**config.mk**
```make
export PLATFORM = sky130hd
export DESIGN_NAME = clk_en_scheduler
export DESIGN_NICKNAME = d
export VERILOG_FILES = /design/src/rtl/clk_en_scheduler.sv
export SDC_FILE = /design/constraint.sdc
export NUM_CORES = 1
export LEC_CHECK = 0
export CAP_MARGIN = 0
export CORE_UTILIZATION = 45
export DETAILED_ROUTE_END_ITERATION = 6
export GPL_TIMING_DRIVEN = 0
export PLACE_DENSITY = 0.76
export SLEW_MARGIN = 30
export SYNTH_ARGS = -nofsm -noshare
export SYNTH_HDL_FRONTEND = slang
export SYNTH_SLANG_ARGS = --single-unit
```
**constraint.sdc**
```tcl
create_clock -name clk_in -period 4.75 [get_ports clk_in]
set_input_delay 0.475 -clock clk_in [delete_from_list [all_inputs] [get_ports clk_in]]
set_output_delay 0.475 -clock clk_in [all_outputs]
set_load 0.01 [all_outputs]
```
**src/rtl/clk_en_scheduler.sv**
```systemverilog
// clk_en_scheduler: run/stop clock-enable scheduler with a runtime-reprogrammable
// divisor. Emits a one-cycle tick on the last cycle of each period and a divided
// square wave. A new divisor is only applied at a period boundary, so no runt
// period is ever produced.
//
// Optional feature macro: CLK_EN_BURST_EN
//   When defined, adds burst_len/done ports. A non-zero burst_len sampled on
//   entry to RUN limits the run to that many ticks, after which the scheduler
//   parks in IDLE until enable is dropped and raised again.
//
// A divisor accepted in the tick cycle while the run is also stopping at that
// wrap (enable low, or last burst tick) is written straight to the active
// divisor, exactly as an IDLE write would be, so the next run uses it.
module clk_en_scheduler #(
    parameter int CNT_WIDTH   = 16,
    parameter int DEFAULT_DIV = 2
) (
    input  logic                 clk_in,
    input  logic                 reset_n,
    input  logic                 enable,
    input  logic                 cfg_valid,
    input  logic [CNT_WIDTH-1:0] cfg_div,
    output logic                 cfg_ready,
    output logic                 cfg_err,
    output logic                 tick,
    output logic                 clk_out,
`ifdef CLK_EN_BURST_EN
    input  logic [CNT_WIDTH-1:0] burst_len,
    output logic                 done,
`endif
    output logic                 busy
);

    typedef enum logic [1:0] {
        IDLE = 2'd0,
        RUN  = 2'd1,
        PEND = 2'd2
    } state_t;

    localparam logic [CNT_WIDTH-1:0] DIV_RESET = CNT_WIDTH'(DEFAULT_DIV);
    localparam logic [CNT_WIDTH-1:0] ONE       = CNT_WIDTH'(1);
    localparam logic [CNT_WIDTH-1:0] TWO       = CNT_WIDTH'(2);

    state_t               state_q, state_d;
    logic [CNT_WIDTH-1:0] cnt_q, cnt_d;
    logic [CNT_WIDTH-1:0] div_q, div_d;
    logic [CNT_WIDTH-1:0] pend_q, pend_d;
    logic                 clk_out_d;
    logic                 cfg_err_d;

    logic xfer;      // config handshake completes this cycle
    logic div_ok;    // requested divisor is usable (>= 2)
    logic take;      // accepted and usable divisor
    logic wrap;      // last cycle of the current period
    logic stop;      // leave RUN/PEND at this wrap
    logic start_ok;  // IDLE may start a run

    assign cfg_ready = (state_q != PEND);
    assign busy      = (state_q != IDLE);
    assign xfer      = cfg_valid && cfg_ready;
    assign div_ok    = (cfg_div >= TWO);
    assign take      = xfer && div_ok;
    // div_q is always >= 2, so div_q - 1 never underflows.
    assign wrap      = busy && (cnt_q == div_q - ONE);
    assign tick      = wrap;

`ifdef CLK_EN_BURST_EN
    logic [CNT_WIDTH-1:0] rem_q, rem_d;    // ticks left in the burst, 0 = continuous
    logic                 hold_q, hold_d;  // burst finished, wait for enable to drop
    logic                 done_d;
    logic                 last_tick;

    assign last_tick = (rem_q == ONE);
    assign stop      = !enable || last_tick;
    assign start_ok  = enable && !hold_q;
`else
    assign stop      = !enable;
    assign start_ok  = enable;
`endif

    // Next-state, counter, divisor and registered-output logic.
    always_comb begin
        // NOTE: every signal written here gets a default first, so no path can
        // leave one unassigned and infer a latch.
        state_d   = state_q;
        cnt_d     = cnt_q;
        div_d     = div_q;
        pend_d    = pend_q;
        cfg_err_d = xfer && !div_ok;
`ifdef CLK_EN_BURST_EN
        rem_d     = rem_q;
        hold_d    = hold_q && enable;
        done_d    = 1'b0;
`endif
        unique case (state_q)
            IDLE: begin
                cnt_d = '0;
                if (take) begin
                    div_d = cfg_div;
                end
                if (start_ok) begin
                    state_d = RUN;
`ifdef CLK_EN_BURST_EN
                    rem_d   = burst_len;
`endif
                end
            end
            RUN, PEND: begin
                // Only RUN can accept; a divisor taken in the tick cycle waits
                // for the following wrap.
                if ((state_q == RUN) && take) begin
                    pend_d  = cfg_div;
                    state_d = PEND;
                end
                if (wrap) begin
                    cnt_d = '0;
                    if (state_q == PEND) begin
                        div_d   = pend_q;
                        state_d = RUN;
                    end
                    if (stop) begin
                        state_d = IDLE;
                        if (take) begin
                            div_d = cfg_div;
                        end
                    end
`ifdef CLK_EN_BURST_EN
                    if (last_tick) begin
                        rem_d  = '0;
                        hold_d = 1'b1;
                        done_d = 1'b1;
                    end else if (rem_q != '0) begin
                        rem_d = rem_q - ONE;
                    end
`endif
                end else begin
                    cnt_d = cnt_q + ONE;
                end
            end
            default: begin
                state_d = IDLE;
                cnt_d   = '0;
            end
        endcase

        // Low for the first floor(div/2) counts, so odd divisors stay high longer.
        clk_out_d = (state_d != IDLE) && (cnt_d >= (div_d >> 1));
    end

    // State and output registers; async reset drops any pending divisor.
    always_ff @(posedge clk_in or negedge reset_n) begin
        if (!reset_n) begin
            state_q <= IDLE;
            cnt_q   <= '0;
            div_q   <= DIV_RESET;
            pend_q  <= '0;
            clk_out <= 1'b0;
            cfg_err <= 1'b0;
`ifdef CLK_EN_BURST_EN
            rem_q   <= '0;
            hold_q  <= 1'b0;
            done    <= 1'b0;
`endif
        end else begin
            // NOTE: non-blocking assignments keep every register updating from
            // the same pre-edge values, independent of statement order.
            state_q <= state_d;
            cnt_q   <= cnt_d;
            div_q   <= div_d;
            pend_q  <= pend_d;
            clk_out <= clk_out_d;
            cfg_err <= cfg_err_d;
`ifdef CLK_EN_BURST_EN
            rem_q   <= rem_d;
            hold_q  <= hold_d;
            done    <= done_d;
`endif
        end
    end

endmodule

```
==> flow_summary.yaml, run 1 <==
worst_hold_path:
  hold_class: "primary input to async pin"
pwr:
  ir_drop_mv: 0.2954
  comb_power_share_pct: 57.7
  switching_share_pct: 42.65
  power_density_nw_per_um2: 554.2
  p_leak_nw: 1.742
  internal_power_mw: 1.379
  p_clk_share_pct: 11.1
  p_sw_mw: 1.025
  p_total_mw: 2.404
  seqPwrFrac_pct: 31.2
yosys:
  synth.avg_cell_area_um2: 10.16
  synth_most_common_cell: "dfrtp_1"
  synthTopCellsByCount: "dfrtp_1 (51), nor2_1 (35), ha_1 (21), xnor2_1 (21), mux2_2 (16)"
  synth_area_um2: 3637
  yosys-top-cells-area: "dfrtp_1 (35%), ha_1 (7.2%), xnor2_1 (5.1%), mux2_2 (5.0%), a221o_1 (4.1%)"
  ys_seq_elements: 52
  synth_largest_area_cell: "dfrtp_1"
  yosysSeqAreaShare_pct: 35.81
  synth-edff-count: 0
  ys_async_sr_fraction_pct: 100.0
  synth_fp_nets: 399
  synth_cells: 358
  yosysWarnings: 0
  synth.distinct_cells: 64
  synthFlopType: "dfrtp_1"
  yosys.area.top_type_share_pct: 35.09
global_routing:
  grt_first_pass_wirelength_um: 14120
  grt_start_max_net_pins: 49
  overflow: 0
  grt_pass1_vias: 2873
  antenna_found_initial: 0
  grt_usage_pct: 21.35
critical_path:
  rr_endpoint: "clk_out$_DFF_PN0_"
  cp.arrival_ns: 4.80
  worstSetupStartpointType: "flip-flop"
  r2r_cells: 19
  crit_start: "div_q[0]$_DFFE_PN0P_"
  critical_path_buf_inv_count: 2
  critPathKind: "flip-flop to flip-flop"
  critPathMaxStageDelay_ns: 0.55
  cpMaxStageDelayCell: "or4_4"
  cpMostUsedCell: "buf_6"
  cp-end-kind: "flip-flop"
  crit_chain: "or4_4, buf_6, or4_1, o311ai_1, o22ai_2, nand4bb_4, o41ai_2, nor3b_4, buf_6, a221o_1, ha_1, nand2b_1, a21o_1, a21oi_2, o211ai_1, nand3_1, a31o_2, o211a_1, a211oi_2"
  reg2reg_slack_ns: 0.15
  crit_path_max_fanout: 7
  crit_family: "simple AND/OR/NAND/NOR gates"
  r2r_start: "div_q[0]$_DFFE_PN0P_"
  required_ns: 4.95
sta:
  fin_skew_ns: 0.01202
  hold_violations: 0
  min_period_ns: 4.603
  worstMarginPinSlew_ns: 0.5308
  fmax_mhz: 217.2
  finalSetupViolations: 0
  drv_slew: 0
  min_period_over_period_pct: 96.91
  maxSlewHeadroom_pct: 64.52
clock_network:
  cts_max_level: 2
  clk_pin_slew_ns: 0.10
  clock_sinks: 52
  cts_tree: "built"
  cts-buffers-inserted: 5
  cts_root_buffer: "clkbuf_8"
  clock_path_buffers: 2
  clock_latency_ns: 0.32
detailed_routing:
  dr.first_iter.drc_count: 176
  drt-wirelength-per-cell_um: 17.01
  drc_errors: 0
  ant_nets: 0
  viasPerCell: 5.768
  vias: 2930
  drt-total-wl_um: 8640
  firstDrtPassIters: 4
place:
  detailed_place_hpwl_um: 6459
  io_buffers: 24
  gp_congestion: 0.8719
die:
  start_util_pct: 46.83
  die_height_um: 91.91
  dieArea_um2: 8447
  core-area_um2: 7767
  die_x_um: 91.91
  ios: 25
  row_count: 32
layout:
  utilization_pct: 55.85
  drive_gt1_share_pct: 22.91
  area.growth.synth_to_final_pct: 19.26
  antennaDiodeCount: 0
  nNetsFinal: 446
flow_run:
  cap_violations: 0
status:
  outcome: "finished clean"
## layout by cell type, fill, tap and decap left out, types with 9 or more instances in the layout
cell / n
nand3_1: 15
mux2_2: 16
ha_1: 21
xnor2_1: 21
a21oi_1: 12
clkdlybuf4s50_1: 23
inv_1: 13
nand2_1: 10
a221o_1: 15
dfrtp_1: 48
xor2_1: 9
a221oi_2: 10
and2_1: 15
nor2_1: 35
buf_4: 19
## power groups by stage
stage          Clock (mW)  Combinational [mW]  Sequential (mW)
6_report            0.267                1.39            0.751
5_1_grt             0.289                1.52            0.769
4_1_cts             0.272                1.23            0.743
3_5_place_dp            0                1.22            0.744
3_3_place_gp            0                1.18            0.732
2_1_floorplan           0               0.956            0.696
## state kept, by name (all words and copies together) (netlist names)
| signal | flops |
|---|---|
| clk_out | 1 |
| div_q | 16 |
| state_q | 2 |
| cnt_q | 16 |
| cfg_err | 1 |
| pend_q | 16 |
## worst register-to-register path, cell delays in order, from the launching register on
cell	delay [ns]
dfrtp_2	0.46
or4_4	0.55
buf_6	0.15
or4_1	0.50
o311ai_1	0.10
o22ai_2	0.16
nand4bb_4	0.29
o41ai_2	0.25
nor3b_4	0.33
buf_6	0.16
a221o_1	0.22
ha_1	0.25
nand2b_1	0.14
a21o_1	0.18
a21oi_2	0.14
o211ai_1	0.12
nand3_1	0.10
a31o_2	0.16
o211a_1	0.19
a211oi_2	0.06
## worst max path at each step
stage                                   end  slack, ns  depth (start not counted)
after floorplan           clk_out$_DFF_PN0_       0.64                         18
after global placement    clk_out$_DFF_PN0_      -0.02                         20
after detailed placement  clk_out$_DFF_PN0_      -0.09                         20
after CTS                 clk_out$_DFF_PN0_      0.004                         20
after global routing      clk_out$_DFF_PN0_       -0.1                         21
final                     clk_out$_DFF_PN0_       0.15                         19
## what timing repair did
action,4_1_cts,5_1_grt
gates resized for setup,5,21
hold buffers,1,0
hold endpoints to repair,4,0
pin swaps,2,10
setup endpoints to repair,1,1
buffers inserted,1,14
## routing by layer
layer	up-vias	part of all wire, %	GRT usage (%)
li1	1424	-	-
met1	1431	46	28.96
met2	61	49	35.57
met3	14	3.5	2.902
met4	0	1.8	6.120
met5	-	0	0
## metrics by stage
step / setup TNS (ns) / hold slack, ns / instance area, um^2 / cells / setup WS [ns]
5_1_grt: -0.09958 / 0.5104 / 4338 / 508 / -0.09958
3_3_place_gp: -0.01535 / 0.4790 / 4005 / 484 / -0.01535
3_5_place_dp: -0.09494 / 0.2962 / 4030 / 485 / -0.09494
4_1_cts: 0 / 0.5006 / 4158 / 494 / 0.004056
6_report: 0 / 0.5021 / 4338 / 508 / 0.1468
2_1_floorplan: 0 / 0.1794 / 3637 / 358 / 0.6419
## area by class of cell
cell class	count	area, um^2
multi-input combinational	277	2251
sequential	52	1306
inverter	13	48.80
tap	102	127.6
fill	692	3430
clock inverter	3	23.77
clock buffer	5	68.82
buffer	15	123.9
timing repair buffer	41	387.9
## cells by family (layout without fill, tap and decap cells)
logic type	count (synthesis)	after routing	synth area share, %
AO/OA/AOI/OAI	72	72	17.03
XOR/XNOR	30	30	7.224
adder cells (fa/ha/maj)	21	21	7.224
buffers and inverters	29	77	4.265
flip-flops	52	52	35.81
multiplexers	19	19	5.779
AND/OR/NAND/NOR	135	135	22.67
No activity file was read; power rests on OpenSTA's default activity.
==> run 2, diff against run 1 <==
Settings changed: PLACE_DENSITY 0.76 to 0.78.
Clock period 4.75 ns to 4.19 ns, I/O delays scaled along.
==> flow_summary.yaml, run 2 (synthesis results as in run 1) <==
critical_path:
  worstSetupStartpointType: "flip-flop"
  r2r_cells: 19
  crit_start: "div_q[4]$_DFF_PN0_"
  crit_end: "clk_out$_DFF_PN0_"
  r2r_start: "div_q[4]$_DFF_PN0_"
  crit_path_max_fanout: 6
  rr_endpoint: "clk_out$_DFF_PN0_"
  cp-end-kind: "flip-flop"
  critPathKind: "flip-flop to flip-flop"
  required_ns: 4.38
  reg2reg_slack_ns: -0.32
  cp.arrival_ns: 4.71
die:
  ios: 25
  core-area_um2: 7767
  die_height_um: 91.91
  row_count: 32
  die_x_um: 91.91
  dieArea_um2: 8447
  start_util_pct: 46.83
sta:
  fmax_mhz: 221.6
  maxSlewHeadroom_pct: 65.88
  finalSetupViolations: 2
  min_period_ns: 4.512
  rsz0062_at_grt: "yes"
  setup_slack_ns: -0.3223
  drv_slew: 0
  hold_violations: 0
  hold-worst-slack_ns: 0.4465
  min_period_over_period_pct: 107.7
  fin_skew_ns: 0.009024
  setup_tns_ns: -0.3532
  worstMarginPinSlew_ns: 0.5118
place:
  place_ws_ns: -0.6243
  detailed_place_hpwl_um: 6378
  gp_congestion: 0.8687
  dpl_cell_area_um2: 4030
  dp_cells: 485
  io_buffers: 24
layout:
  final_cell_mix: "dfrtp_1 (46), buf_4 (36), nor2_1 (34), clkdlybuf4s50_1 (23), xnor2_1 (21)"
  antennaDiodeCount: 0
  drive_gt1_share_pct: 27.59
  fillCellCount: 668
  layout_commonest_cell: "dfrtp_1"
  finalInstanceArea_um2: 4484
  nNetsFinal: 464
  final_cells: 526
  utilization_pct: 57.73
  area.growth.synth_to_final_pct: 23.29
  top_regs: "cnt_q x16, div_q x16, pend_q x16"
global_routing:
  grt_pass1_vias: 3158
  grt_start_max_net_pins: 49
  overflow: 0
  grt_first_pass_wirelength_um: 15560
  grt_usage_pct: 23.52
  antenna_found_initial: 0
clock_network:
  cts-buffers-inserted: 5
  cts_root_buffer: "clkbuf_8"
  clk_pin_slew_ns: 0.10
  clock_path_buffers: 2
  clock_sinks: 52
  clock_latency_ns: 0.31
  cts_max_level: 2
  cts_tree: "built"
pwr:
  ir_drop_mv: 0.3246
  p_leak_nw: 1.833
  power_density_nw_per_um2: 632.4
  p_total_mw: 2.836
status:
  outcome: "finished with violations"
  failed_checks: "setup timing"
detailed_routing:
  drt-total-wl_um: 9190
  vias: 3105
  firstDrtPassIters: 4
  viasPerCell: 5.903
  ant_nets: 0
  drc_errors: 0
  drt-wirelength-per-cell_um: 17.47
  dr.first_iter.drc_count: 177
flow_run:
  cap_violations: 0
worst_hold_path:
  hold_class: "primary input to async pin"
## run 2: changes by cell type in the layout (fill, tap and decap cells not counted), sizes merged
cell      delta
buf         +19
clkbuf       -1
clkinvlp     -1
inv          +1
## run 2: power breakdown
part | switching [mW] | total (mW) | leakage, nW | internal [mW]
sequential | 0.159 | 0.833 | 0.660 | 0.673
clock | 0.178 | 0.297 | 0.0445 | 0.119
combinational | 0.871 | 1.71 | 1.13 | 0.835
total | 1.21 | 2.84 | 1.83 | 1.63
## run 2: per-layer routing
metal  up-vias  wire length, um  GRT usage (%)
li1       1471                -              -
met1      1527             4105          31.37
met2        89             4507          39.68
met3        18              375          3.068
met4         0              202          7.161
met5         -                0              0
## run 2: final cells by class
cell class                      count  area, um^2  share of cell area, %
Inverter                           13       48.80                  1.088
Clock inverter                      3       21.27                 0.4743
Clock buffer                        5       68.82                  1.535
Tap cell                          102       127.6                  2.846
Multi-Input combinational cell    277        2251                  50.20
Timing Repair Buffer               63       573.1                  12.78
Buffer                             11       85.08                  1.897
Sequential cell                    52        1309                  29.19
## run 2: worst min-delay path by stage
stage / end / slack, ns
4_1_cts: state_q[1]$_DFF_PN0_ / 0.44
5_1_grt: state_q[1]$_DFF_PN0_ / 0.45
3_3_place_gp: pend_q[2]$_DFFE_PN0P_ / 0.48
6_report: state_q[1]$_DFF_PN0_ / 0.45
2_1_floorplan: cfg_err$_DFF_PN0_ / 0.12
3_5_place_dp: cfg_err$_DFF_PN0_ / 0.24
## run 2: worst max-delay path, cell delays in order (launching register included)
cell	delay, ns
dfrtp_2	0.43
or4_1	0.54
buf_4	0.18
nor3_2	0.19
xnor2_1	0.16
nor4_4	0.36
nand4bb_4	0.17
o41ai_2	0.33
nor3b_4	0.35
buf_6	0.16
a221o_1	0.20
ha_1	0.24
nand2b_4	0.13
a21o_1	0.18
a21oi_2	0.16
o211ai_1	0.12
nand3_1	0.10
a31o_2	0.17
o211a_1	0.18
a211oi_2	0.04
## run 2: repair_timing
action,CTS,global route
gates resized for setup,23,7
hold endpoints to repair,4,0
pin swaps,18,16
hold buffers,1,0
gates cloned,0,0
setup endpoints to repair,1,2
buffers inserted,29,8
